File: config.mk
export PLATFORM = sky130hd
export DESIGN_NAME = uart_tx_buffered
export DESIGN_NICKNAME = d
export VERILOG_FILES = /design/src/rtl/uart_pkg.sv /design/src/rtl/uart_tx_fifo.sv /design/src/rtl/uart_tx_buffered.sv
export SDC_FILE = /design/constraint.sdc
export NUM_CORES = 1
export LEC_CHECK = 0
export ABC_AREA = 0
export CAP_MARGIN = 30
export CORE_MARGIN = 3
export CORE_UTILIZATION = 55
export CTS_CLUSTER_SIZE = 12
export DETAILED_ROUTE_END_ITERATION = 8
export PLACE_DENSITY = 0.85
export SLEW_MARGIN = 20
export SYNTH_ARGS = -nofsm -noshare
export SYNTH_HDL_FRONTEND = slang
export SYNTH_SLANG_ARGS = --single-unit
File: constraint.sdc
create_clock -name CLK -period 2.9 [get_ports CLK]
set_input_delay 0.435 -clock CLK [delete_from_list [all_inputs] [get_ports CLK]]
set_output_delay 0.435 -clock CLK [all_outputs]
set_load 0.05 [all_outputs]
File: src/rtl/uart_pkg.sv
// Shared UART TX definitions: FSM state encoding, parity selectors and line levels.
package uart_pkg;

  typedef enum logic [2:0] {
    StIdle,
    StStart,
    StData,
    StParity,
    StStop
  } uart_state_e;

  localparam logic PAR_EVEN = 1'b0;
  localparam logic PAR_ODD  = 1'b1;

  localparam logic IDLE_LEVEL  = 1'b1;
  localparam logic START_LEVEL = 1'b0;
  localparam logic STOP_LEVEL  = 1'b1;

  // Data-bit index counter width; covers DATA_WIDTH up to 9.
  localparam int unsigned BIT_CNT_W = 4;

endpackage

File: src/rtl/uart_tx_fifo.sv
// Synchronous TX word FIFO; pointers carry an extra wrap bit to tell full from empty.
module uart_tx_fifo #(
  parameter int unsigned DATA_WIDTH = 8,
  parameter int unsigned DEPTH      = 4
) (
  input  logic                       CLK,
  input  logic                       RST,
  input  logic                       i_push,
  input  logic [DATA_WIDTH-1:0]      i_wdata,
  input  logic                       i_pop,
  output logic [DATA_WIDTH-1:0]      o_rdata,
  output logic                       o_empty,
  output logic                       o_ready,
  output logic [$clog2(DEPTH):0]     o_count
);

  localparam int unsigned AW = $clog2(DEPTH);

  logic [DATA_WIDTH-1:0] r_mem [DEPTH];
  logic [AW:0]           r_wr_ptr;
  logic [AW:0]           r_rd_ptr;
  logic                  r_ready;
  logic [AW:0]           w_wr_nxt;
  logic [AW:0]           w_rd_nxt;
  logic                  w_push;
  logic                  w_pop;
  logic                  w_full_nxt;

  assign o_empty    = (r_wr_ptr == r_rd_ptr);
  assign w_push     = i_push && r_ready;
  assign w_pop      = i_pop && !o_empty;
  assign w_wr_nxt   = w_push ? r_wr_ptr + (AW + 1)'(1) : r_wr_ptr;
  assign w_rd_nxt   = w_pop ? r_rd_ptr + (AW + 1)'(1) : r_rd_ptr;
  assign w_full_nxt = (w_wr_nxt[AW] != w_rd_nxt[AW]) &&
                      (w_wr_nxt[AW-1:0] == w_rd_nxt[AW-1:0]);

  always_ff @(posedge CLK or negedge RST) begin
    if (!RST) begin
      r_wr_ptr <= '0;
      r_rd_ptr <= '0;
      r_ready  <= 1'b1;
    end else begin
      r_wr_ptr <= w_wr_nxt;
      r_rd_ptr <= w_rd_nxt;
      r_ready  <= !w_full_nxt;
    end
  end

  always_ff @(posedge CLK) begin
    if (w_push) begin
      r_mem[r_wr_ptr[AW-1:0]] <= i_wdata;
    end
  end

  assign o_rdata = r_mem[r_rd_ptr[AW-1:0]];
  assign o_ready = r_ready;
  assign o_count = r_wr_ptr - r_rd_ptr;

endmodule

File: src/rtl/uart_tx_buffered.sv
// Buffered UART transmitter. Define UART_TX_FIFO_EN for a FIFO_DEPTH-entry TX FIFO;
// otherwise a single holding register buffers one word.
module uart_tx_buffered
  import uart_pkg::*;
#(
  parameter int unsigned DATA_WIDTH  = 8,
  parameter int unsigned PRESC_WIDTH = 6,
  parameter int unsigned FIFO_DEPTH  = 4
) (
  input  logic                          CLK,
  input  logic                          RST,
  input  logic                          i_Data_Valid,
  input  logic [DATA_WIDTH-1:0]         i_P_DATA,
  input  logic                          i_PAR_EN,
  input  logic                          i_PAR_TYP,
  input  logic                          i_STP2,
  input  logic [PRESC_WIDTH-1:0]        i_Prescale,
  output logic                          o_ready,
  output logic                          o_TX_OUT,
  output logic                          o_busy,
  output logic [$clog2(FIFO_DEPTH):0]   o_count
);

  logic                  w_pop;
  logic                  w_empty;
  logic [DATA_WIDTH-1:0] w_rdata;

`ifdef UART_TX_FIFO_EN
  uart_tx_fifo #(
    .DATA_WIDTH (DATA_WIDTH),
    .DEPTH      (FIFO_DEPTH)
  ) u_fifo (
    .CLK     (CLK),
    .RST     (RST),
    .i_push  (i_Data_Valid),
    .i_wdata (i_P_DATA),
    .i_pop   (w_pop),
    .o_rdata (w_rdata),
    .o_empty (w_empty),
    .o_ready (o_ready),
    .o_count (o_count)
  );
`else
  logic                  r_hold_full;
  logic [DATA_WIDTH-1:0] r_hold_data;

  always_ff @(posedge CLK or negedge RST) begin
    if (!RST) begin
      r_hold_full <= 1'b0;
      r_hold_data <= '0;
    end else if (w_pop) begin
      r_hold_full <= 1'b0;
    end else if (i_Data_Valid && !r_hold_full) begin
      r_hold_full <= 1'b1;
      r_hold_data <= i_P_DATA;
    end
  end

  assign w_empty = !r_hold_full;
  assign w_rdata = r_hold_data;
  assign o_ready = !r_hold_full;
  assign o_count = {{($clog2(FIFO_DEPTH)){1'b0}}, r_hold_full};
`endif

  uart_state_e            r_state, w_state_nxt;
  logic [PRESC_WIDTH-1:0] r_baud, w_baud_nxt;
  logic [BIT_CNT_W-1:0]   r_bit, w_bit_nxt;
  logic [DATA_WIDTH-1:0]  r_shift, w_shift_nxt;
  logic [PRESC_WIDTH-1:0] r_presc, w_presc_nxt;
  logic                   r_par_en, w_par_en_nxt;
  logic                   r_stp2, w_stp2_nxt;
  logic                   r_par_bit, w_par_bit_nxt;
  logic                   r_tx, w_tx_nxt;
  logic                   r_busy, w_busy_nxt;
  logic                   w_bit_end;
  logic [PRESC_WIDTH-1:0] w_presc_eff;

  assign w_presc_eff = (i_Prescale == '0) ? PRESC_WIDTH'(1) : i_Prescale;
  assign w_bit_end   = (r_baud == r_presc - PRESC_WIDTH'(1));

  always_comb begin
    w_state_nxt   = r_state;
    w_baud_nxt    = r_baud;
    w_bit_nxt     = r_bit;
    w_shift_nxt   = r_shift;
    w_presc_nxt   = r_presc;
    w_par_en_nxt  = r_par_en;
    w_stp2_nxt    = r_stp2;
    w_par_bit_nxt = r_par_bit;
    w_tx_nxt      = r_tx;
    w_busy_nxt    = r_busy;
    w_pop         = 1'b0;

    unique case (r_state)
      StIdle: begin
        w_tx_nxt   = IDLE_LEVEL;
        w_busy_nxt = 1'b0;
        w_pop      = !w_empty;
      end
      StStart: begin
        if (w_bit_end) begin
          w_state_nxt = StData;
          w_baud_nxt  = '0;
          w_bit_nxt   = '0;
          w_tx_nxt    = r_shift[0];
        end else begin
          w_baud_nxt = r_baud + PRESC_WIDTH'(1);
        end
      end
      StData: begin
        if (w_bit_end) begin
          w_baud_nxt = '0;
          if (r_bit == BIT_CNT_W'(DATA_WIDTH - 1)) begin
            w_bit_nxt = '0;
            if (r_par_en) begin
              w_state_nxt = StParity;
              w_tx_nxt    = r_par_bit;
            end else begin
              w_state_nxt = StStop;
              w_tx_nxt    = STOP_LEVEL;
            end
          end else begin
            w_bit_nxt   = r_bit + BIT_CNT_W'(1);
            w_shift_nxt = r_shift >> 1;
            w_tx_nxt    = r_shift[1];
          end
        end else begin
          w_baud_nxt = r_baud + PRESC_WIDTH'(1);
        end
      end
      StParity: begin
        if (w_bit_end) begin
          w_state_nxt = StStop;
          w_baud_nxt  = '0;
          w_tx_nxt    = STOP_LEVEL;
        end else begin
          w_baud_nxt = r_baud + PRESC_WIDTH'(1);
        end
      end
      StStop: begin
        if (w_bit_end) begin
          w_baud_nxt = '0;
          if (r_stp2 && (r_bit == '0)) begin
            w_bit_nxt = BIT_CNT_W'(1);
          end else if (!w_empty) begin
            w_pop = 1'b1;
          end else begin
            w_state_nxt = StIdle;
            w_tx_nxt    = IDLE_LEVEL;
            w_busy_nxt  = 1'b0;
          end
        end else begin
          w_baud_nxt = r_baud + PRESC_WIDTH'(1);
        end
      end
      default: w_state_nxt = StIdle;
    endcase

    // Frame start: pop the next word and latch the framing configuration for this frame.
    if (w_pop) begin
      w_state_nxt   = StStart;
      w_baud_nxt    = '0;
      w_bit_nxt     = '0;
      w_shift_nxt   = w_rdata;
      w_presc_nxt   = w_presc_eff;
      w_par_en_nxt  = i_PAR_EN;
      w_stp2_nxt    = i_STP2;
      w_par_bit_nxt = (^w_rdata) ^ (i_PAR_TYP == PAR_ODD);
      w_tx_nxt      = START_LEVEL;
      w_busy_nxt    = 1'b1;
    end
  end

  always_ff @(posedge CLK or negedge RST) begin
    if (!RST) begin
      r_state   <= StIdle;
      r_baud    <= '0;
      r_bit     <= '0;
      r_shift   <= '0;
      r_presc   <= PRESC_WIDTH'(1);
      r_par_en  <= 1'b0;
      r_stp2    <= 1'b0;
      r_par_bit <= 1'b0;
      r_tx      <= IDLE_LEVEL;
      r_busy    <= 1'b0;
    end else begin
      r_state   <= w_state_nxt;
      r_baud    <= w_baud_nxt;
      r_bit     <= w_bit_nxt;
      r_shift   <= w_shift_nxt;
      r_presc   <= w_presc_nxt;
      r_par_en  <= w_par_en_nxt;
      r_stp2    <= w_stp2_nxt;
      r_par_bit <= w_par_bit_nxt;
      r_tx      <= w_tx_nxt;
      r_busy    <= w_busy_nxt;
    end
  end

  assign o_TX_OUT = r_tx;
  assign o_busy   = r_busy;

endmodule

==> results of run 1 <==
==> kinds of logic after synthesis <==
logic type                 count (synthesis)  share of synthesized area (%)
AOI/OAI and AO/OA                         51                           14.7
other                                      1                          0.167
adders and majority gates                  4                           2.23
xor gates and xnor gates                  15                           5.85
buffers and inverters                     25                           5.13
DFF                                       41                           45.8
muxes                                     21                           11.1
and+or+nand+nor                           69                           15.0
==> cell usage after synthesis, types with 2 or more instances <==
| cell | count | area [um^2] |
|---|---|---|
| sky130_fd_sc_hd__inv_1 | 14 | 52.6 |
| sky130_fd_sc_hd__nor2b_1 | 5 | 31.3 |
| sky130_fd_sc_hd__xnor2_1 | 11 | 96.3 |
| sky130_fd_sc_hd__nand3_1 | 8 | 40.0 |
| sky130_fd_sc_hd__nor3_1 | 6 | 30.0 |
| sky130_fd_sc_hd__o21ai_1 | 2 | 10.0 |
| sky130_fd_sc_hd__mux2i_1 | 8 | 80.1 |
| sky130_fd_sc_hd__clkbuf_1 | 5 | 18.8 |
| sky130_fd_sc_hd__nand2b_1 | 2 | 12.5 |
| sky130_fd_sc_hd__o21ai_0 | 13 | 65.1 |
| sky130_fd_sc_hd__nand3b_1 | 3 | 22.5 |
| sky130_fd_sc_hd__buf_4 | 3 | 22.5 |
| sky130_fd_sc_hd__a31oi_1 | 2 | 12.5 |
| sky130_fd_sc_hd__a32o_1 | 3 | 30.0 |
| sky130_fd_sc_hd__o211ai_1 | 2 | 15.0 |
| sky130_fd_sc_hd__a21oi_1 | 14 | 70.1 |
| sky130_fd_sc_hd__nor2_1 | 16 | 60.1 |
| sky130_fd_sc_hd__xor2_1 | 4 | 35.0 |
| sky130_fd_sc_hd__buf_2 | 2 | 10.0 |
| sky130_fd_sc_hd__mux2_4 | 6 | 90.1 |
| sky130_fd_sc_hd__and3_1 | 3 | 18.8 |
| sky130_fd_sc_hd__nand2_1 | 20 | 75.1 |
| sky130_fd_sc_hd__ha_1 | 4 | 50.1 |
| sky130_fd_sc_hd__mux2_2 | 6 | 67.6 |
| sky130_fd_sc_hd__a21o_1 | 4 | 30.0 |
| sky130_fd_sc_hd__dfrtp_1 | 39 | 976 |
| sky130_fd_sc_hd__dfstp_2 | 2 | 52.6 |
==> worst paths after layout <==
path / depth (start not counted) / end / slack (ns)
min in group asynchronous: 2 / r_bit[2]$_DFFE_PN0P_ / 0.52
min: 2 / o_TX_OUT$_DFFE_PN1P_ / 0.48
max reg2reg: 9 / r_bit[3]$_DFFE_PN0P_ / 0.38
min reg2reg: 2 / o_TX_OUT$_DFFE_PN1P_ / 0.48
max in group asynchronous: 3 / o_TX_OUT$_DFFE_PN1P_ / 1.88
max: 9 / r_bit[3]$_DFFE_PN0P_ / 0.38
==> power groups by stage <==
stage,clock (mW),sequential [mW],combinational [mW]
after floorplan,0,1.05,1.12
after detailed placement,0,1.09,1.38
final,0.458,1.09,1.41
after global placement,0,1.08,1.35
after CTS,0.466,1.08,1.41
after global routing,0.484,1.13,1.56
==> area by class of cell <==
| type | instances | area (um^2) | share of cell area [%] |
|---|---|---|---|
| clock inverter | 2 | 38.8 | 1.47 |
| inverter | 14 | 52.6 | 1.99 |
| timing repair buffer | 29 | 285 | 10.8 |
| tap | 48 | 60.1 | 2.27 |
| clock buffer | 6 | 72.6 | 2.74 |
| multi-input combinational | 162 | 1110 | 41.8 |
| sequential | 41 | 1030 | 38.9 |
==> through the flow <==
| stage | cell area [um^2] | power (mW) |
|---|---|---|
| 2_1_floorplan | 2250 | 2.17 |
| 3_3_place_gp | 2500 | 2.43 |
| 3_5_place_dp | 2500 | 2.48 |
| 4_1_cts | 2610 | 2.96 |
| 5_1_grt | 2640 | 3.17 |
| 6_report | 2640 | 2.95 |
==> per-layer routing <==
layer  share of wire, %  GRT usage [%]  vias to the layer above  wire (um)
li1                   -              -                      844          -
met1                 45           23.6                      829       1980
met2                 48           30.0                       55       2070
met3                4.9           5.32                       11        213
met4                2.2           7.23                        0         96
met5                  0              0                        -          0
==> worst reg2reg max path, stage by stage (launching register included) <==
cell                        delay [ns]
sky130_fd_sc_hd__dfstp_2          0.57
sky130_fd_sc_hd__inv_1            0.07
sky130_fd_sc_hd__ha_1             0.30
sky130_fd_sc_hd__xnor2_1          0.14
sky130_fd_sc_hd__nor2_1           0.11
sky130_fd_sc_hd__o2111ai_1        0.22
sky130_fd_sc_hd__or2_1            0.33
sky130_fd_sc_hd__a21oi_1          0.18
sky130_fd_sc_hd__a21oi_1          0.15
sky130_fd_sc_hd__a211o_1          0.34
==> state kept, by name, indices dropped and copies added, names as in the netlist <==
name,cells
o_TX_OUT,1
o_busy,1
r_baud,6
r_bit,4
r_hold_data,8
r_hold_full,1
r_par_bit,1
r_par_en,1
r_presc,6
r_shift,8
r_state,3
r_stp2,1
==> flow_metrics.tcl, run 1 <==
set metrics [dict create \
    critPathTopFamily "compound AO/OA/AOI/OAI gates" \
    timing.final.setup_violations 0 \
    drc 0 \
    antenna_cells 0 \
    synth_area_per_cell_um2 9.89 \
    pre_cts_slack_ns 0.439 \
    holdCritStartpoint "o_TX_OUT$_DFFE_PN1P_" \
    cp.required_ns 3.08 \
    detail_route.vias_per_cell 5.76 \
    path_cells "inv_1 -> ha_1 -> xnor2_1 -> nor2_1 -> o2111ai_1 -> or2_1 -> a21oi_1 -> a21oi_1 -> a211o_1" \
    post_cts_resize_count 0 \
    worst_ep_arrival_time_ns 2.70 \
    clk_pin_slew_ns 0.08 \
    dpl.cell_count 292 \
    fin_worst_hold_slack_ns 0.482 \
    yosys_register_bits 41 \
    power_density_nw_per_um2 1120 \
    synthesis.instances 227 \
    clock_sink_count 41 \
    ctsLongestPathBuffers 2 \
    die_outline_width_um 69.9 \
    synth-edff-count 0 \
    clock_power_share_pct 15.5 \
    tritoncts "done" \
    reg2reg_from "r_presc[0]$_DFFE_PN1N_" \
    final.setup.tns_ns 0 \
    slowest_delay_ns 0.57 \
    p_sw_mw 1.21 \
    finalCriticalPeriod_ns 2.52 \
    clk_root_buffer_cell "sky130_fd_sc_hd__clkbuf_8" \
    postSynth.topFlopCell "sky130_fd_sc_hd__dfrtp_1" \
    timing_worst_slew_pin_value_ns 0.700 \
    max_clock_freq_ghz 0.396 \
    worst_setup_path_start_kind "register" \
    dr_total_vias 1739 \
    cp-end-kind "register" \
    replace_congestion 0.847 \
    antenna_violating_nets_post_route 0 \
    hold_buffers_post_cts 0 \
    peakVddDrop_mv 0.696 \
    switching_part_of_the_total_power_pct 40.8 \
    cell_internal_pwr_mw 1.75 \
    worst_slew_margin_relative_to_its_limit_pct 53.2 \
    setup.worst_path.class "register to register" \
    die_area_um2 4890 \
    std_cell_rows 22 \
    ys.warnings.count 0 \
    number_of_antenna_violations_at_the_first_check_in_global_routing 0 \
    core_region_area_um2 3800 \
    area_growth_syn_to_layout_pct 17.7 \
    crit_buf_inv 1 \
    initial_utilization_pct 59.1 \
    holdCritPathClass "register to register" \
    design.portCount 26 \
    cp_common_cell "sky130_fd_sc_hd__a21oi_1" \
    synth_async_sr_flop_share_pct 100 \
    number_of_global_route_vias_before_repair 1637 \
    crit_start "r_presc[0]$_DFFE_PN1N_" \
    stdcell_count 302 \
    post-route-worst-setup-slack_ns 0.378 \
    cell_at_the_slowest_stage_of_the_critical_path "sky130_fd_sc_hd__dfstp_2" \
    power.sequential.fraction_pct 36.8 \
    post-route-util_pct 69.6 \
    nNetsFinal 277 \
    detail_route.first_pass.iterations 4 \
    post_route_cells_drive_above_1_share_pct 11.4 \
    initialDrtViolationCount 118 \
    htreeDepth 2 \
    gr-total-overflow 0 \
    drv_cap 0 \
    drt-wirelength-per-cell_um 14.4 \
    outcome "finished, final reports clean" \
    grt_pass1_wl_um 7290 \
    mostFrequentLayoutCell "sky130_fd_sc_hd__dfrtp_1" \
    synthesis.area_um2 2250 \
    clk-insertion-delay-late_ns 0.30 \
    finalWirelength_um 4360 \
    timing_max_transition_violations_final 0 \
    hpwlAfterDp_um 3110 \
    grt_max_degree 42 \
    cts_made_buffers 5 \
    synth.lib_cells_used.distinct 47 \
    power_frac_comb_pct 47.7 \
    hold_viol_final 0 \
    n_fill_cell 285 \
    cts_setup_buffers 0 \
    finalCritPeriodShare_pct 87.0 \
    timing.clock.skew_ns 0.00741 \
    total_leakage_power_nw 1.20 \
    layout.cells.most_common_list "sky130_fd_sc_hd__dfrtp_1 (39), sky130_fd_sc_hd__clkdlybuf4s50_1 (22), sky130_fd_sc_hd__nand2_1 (20)" \
    input_output_buffers 23 \
    rsz0062_at_grt "no" \
    critical_path.max_fanout 4 \
    chipHeight_um 69.9 \
    fraction_of_the_yosys_area_taken_by_sequential_cells_pct 45.8 \
    globalRouteTotalUtil_pct 18.6 \
]
Note: power is estimated with default switching activity, not from simulation.
==> run 2: changes to the inputs <==
--- a/config.mk
+++ b/config.mk
@@ -15,4 +15,5 @@
 export SLEW_MARGIN = 20
 export SYNTH_ARGS = -nofsm -noshare
 export SYNTH_HDL_FRONTEND = slang
+export SYNTH_HIERARCHICAL = 1
 export SYNTH_SLANG_ARGS = --single-unit
==> results of run 2 <==
Same layout as run 1: the final DEF is identical, and so are final timing and power.
Main changes from that run: Yosys warning count 0 -> 6
==> run 3: changes to the inputs <==
--- a/config.mk
+++ b/config.mk
@@ -9,9 +9,9 @@
 export CAP_MARGIN = 30
 export CORE_MARGIN = 3
 export CORE_UTILIZATION = 55
-export CTS_CLUSTER_SIZE = 12
 export DETAILED_ROUTE_END_ITERATION = 8
-export PLACE_DENSITY = 0.85
+export MAX_ROUTING_LAYER = met4
+export PLACE_DENSITY = 0.79
 export SLEW_MARGIN = 20
 export SYNTH_ARGS = -nofsm -noshare
 export SYNTH_HDL_FRONTEND = slang
==> flow_metrics.tcl, run 3 <==
set metrics [dict create \
    synth_largest_area_cell "sky130_fd_sc_hd__dfrtp_1" \
    slowest_delay_ns 0.57 \
    synthesis.instances 227 \
    initial_utilization_pct 59.1 \
    dpl.cell_count 292 \
    hold_viol_final 0 \
    hold_buffers_post_cts 0 \
    cell_at_the_slowest_stage_of_the_critical_path "sky130_fd_sc_hd__dfstp_2" \
    finalCriticalPeriod_ns 2.51 \
    synth-edff-count 0 \
    core_region_area_um2 3800 \
    rsz0062_at_grt "no" \
    ff2ff_setup_slack_ns 0.39 \
    hpwlAfterDp_um 3120 \
    gr-total-overflow 0 \
    design.portCount 26 \
    final.setup.tns_ns 0 \
    power_density_nw_per_um2 1090 \
    reg2regPathDepth 9 \
    htreeDepth 2 \
    initialDrtViolationCount 101 \
    post-route-worst-setup-slack_ns 0.394 \
    std_cell_rows 22 \
    worst_ep_arrival_time_ns 2.70 \
    post_route_cells_drive_above_1_share_pct 11.5 \
    number_of_antenna_violations_at_the_first_check_in_global_routing 0 \
    crit_end "r_par_en$_DFFE_PN0N_" \
    drv_cap 0 \
    input_output_buffers 23 \
    clk-insertion-delay-late_ns 0.30 \
    cp-end-kind "register" \
    finalCritPeriodShare_pct 86.4 \
    dr_total_vias 1697 \
    crit-reg2reg-capture "r_par_en$_DFFE_PN0N_" \
    ys.warnings.count 6 \
    finalWirelength_um 4270 \
    peakVddDrop_mv 0.652 \
    drt-wirelength-per-cell_um 14.2 \
    max_clock_freq_ghz 0.399 \
    setup.worst_path.class "register to register" \
    outcome "finished, final reports clean" \
    clk_root_buffer_cell "sky130_fd_sc_hd__clkbuf_8" \
    timing.clock.skew_ns 0.00671 \
    yosys_register_bits 41 \
    finalPower_mw 2.85 \
    post_synth_main_area_contributors "sky130_fd_sc_hd__dfrtp_1 (43%), sky130_fd_sc_hd__xnor2_1 (4.3%), sky130_fd_sc_hd__mux2_4 (4.0%)" \
    total_leakage_power_nw 1.18 \
    timing.final.setup_violations 0 \
    pre_cts_slack_ns 0.387 \
    worst_setup_path_start_kind "register" \
    area_growth_syn_to_layout_pct 16.2 \
    critical_path.max_fanout 31 \
    timing_worst_slew_pin_value_ns 0.595 \
    clk_pin_slew_ns 0.08 \
    number_of_global_route_vias_before_repair 1640 \
    proportion_of_netlist_area_held_by_the_largest_area_contributor_pct 43.5 \
    die_outline_width_um 69.9 \
    synth_async_sr_flop_share_pct 100 \
    most_numerous_cell_in_the_yosys_netlist "sky130_fd_sc_hd__dfrtp_1" \
    cp.required_ns 3.09 \
    holdCritPathClass "primary input to async pin" \
    clock_sink_count 41 \
    timing_max_transition_violations_final 0 \
    synthesis.area_um2 2250 \
    antenna_cells 0 \
    post-route-util_pct 68.7 \
    fraction_of_the_yosys_area_taken_by_sequential_cells_pct 45.8 \
    grt_max_degree 42 \
    synth.lib_cells_used.distinct 47 \
    synth_area_per_cell_um2 9.89 \
    postSynth.topFlopCell "sky130_fd_sc_hd__dfrtp_1" \
    post_cts_resize_count 0 \
    synth_top_cells_by_count "sky130_fd_sc_hd__dfrtp_1 (39), sky130_fd_sc_hd__nand2_1 (20), sky130_fd_sc_hd__nor2_1 (16)" \
    nNetsFinal 276 \
    path_cells "inv_1 -> ha_1 -> xnor2_1 -> nor2_1 -> o2111ai_1 -> o31ai_2 -> nand3_2 -> buf_4 -> mux2_1" \
    chipHeight_um 69.9 \
    mostFrequentLayoutCell "sky130_fd_sc_hd__dfrtp_1" \
    grt_pass1_wl_um 7330 \
    layout.cells.most_common_list "sky130_fd_sc_hd__dfrtp_1 (39), sky130_fd_sc_hd__clkdlybuf4s50_1 (22), sky130_fd_sc_hd__nand2_1 (20)" \
    cts_setup_buffers 0 \
    worst_slew_margin_relative_to_its_limit_pct 59.9 \
    drc 0 \
    replace_congestion 0.795 \
    die_area_um2 4890 \
    tritoncts "done" \
    antenna_violating_nets_post_route 0 \
    reg2reg_from "r_presc[0]$_DFFE_PN1N_" \
    crit_start "r_presc[0]$_DFFE_PN1N_" \
    biggestRegsByFlops "r_hold_data (8), r_shift (8)" \
    ctsLongestPathBuffers 2 \
    detail_route.first_pass.iterations 4 \
    stdcell_count 301 \
    detail_route.vias_per_cell 5.64 \
    cts_made_buffers 5 \
    globalRouteTotalUtil_pct 19.3 \
]
run 3: routing by layer:
layer / share of wire [%] / GRT usage, % / up-vias
met4: 1.7 / 8.94 / 0
met2: 49 / 30.1 / 34
met1: 46 / 23.8 / 815
li1: - / - / 840
met5: 0 / - / -
met3: 3.4 / 4.32 / 8
run 3: how the worst min path moves through the flow:
stage / from / endpoint / slack [ns] / cells past startpoint
finish: RST / r_state[2]$_DFFE_PN0P_ / 0.02 / 1
CTS: RST / r_state[2]$_DFFE_PN0P_ / 0.29 / 1
detailed placement: o_busy$_DFFE_PN0P_ / o_busy$_DFFE_PN0P_ / 0.47 / 2
global placement: o_TX_OUT$_DFFE_PN1P_ / o_TX_OUT$_DFFE_PN1P_ / 0.46 / 2
floorplan: RST / o_busy$_DFFE_PN0P_ / 0.14 / 0
global route: RST / r_state[2]$_DFFE_PN0P_ / 0.03 / 1
run 3: logic make-up after synthesis:
| logic type | Yosys count | synth area share, % |
|---|---|---|
| AOI/OAI and AO/OA | 51 | 14.7 |
| xor gates and xnor gates | 15 | 5.85 |
| adders and majority gates | 4 | 2.23 |
| buffers and inverters | 25 | 5.13 |
| DFF | 41 | 45.8 |
| muxes | 21 | 11.1 |
| other | 1 | 0.167 |
| and+or+nand+nor | 69 | 15.0 |
run 3: stage by stage:
stage	hold WS, ns	instance area [um^2]
global route	0.0284	2610
floorplan	0.139	2250
finish	0.0190	2610
detailed placement	0.468	2500
CTS	0.293	2590
global placement	0.457	2500
run 3: worst max-delay path, delay by kind of cell, from the launching register on:
family | cells | cell delay [ns]
adders and majority gates | 1 | 0.30
xor gates and xnor gates | 1 | 0.14
muxes | 1 | 0.33
AOI/OAI and AO/OA | 2 | 0.53
DFF | 1 | 0.57
and+or+nand+nor | 2 | 0.20
buffers and inverters | 2 | 0.32
run 3: power breakdown:
| part | switching, mW | internal [mW] | leakage, nW |
|---|---|---|---|
| Clock | 0.206 | 0.170 | 0.0374 |
| Sequential | 0.259 | 0.829 | 0.498 |
| Combinational | 0.727 | 0.655 | 0.641 |
| Total | 1.19 | 1.65 | 1.18 |
run 3: final cells by class:
cell class	instances	area, um^2
Sequential cell	41	1030
Clock buffer	6	72.6
Inverter	14	52.6
Multi-Input combinational cell	162	1110
Fill cell	298	1190
Clock inverter	2	15.0
Tap cell	48	60.1
Timing Repair Buffer	28	275
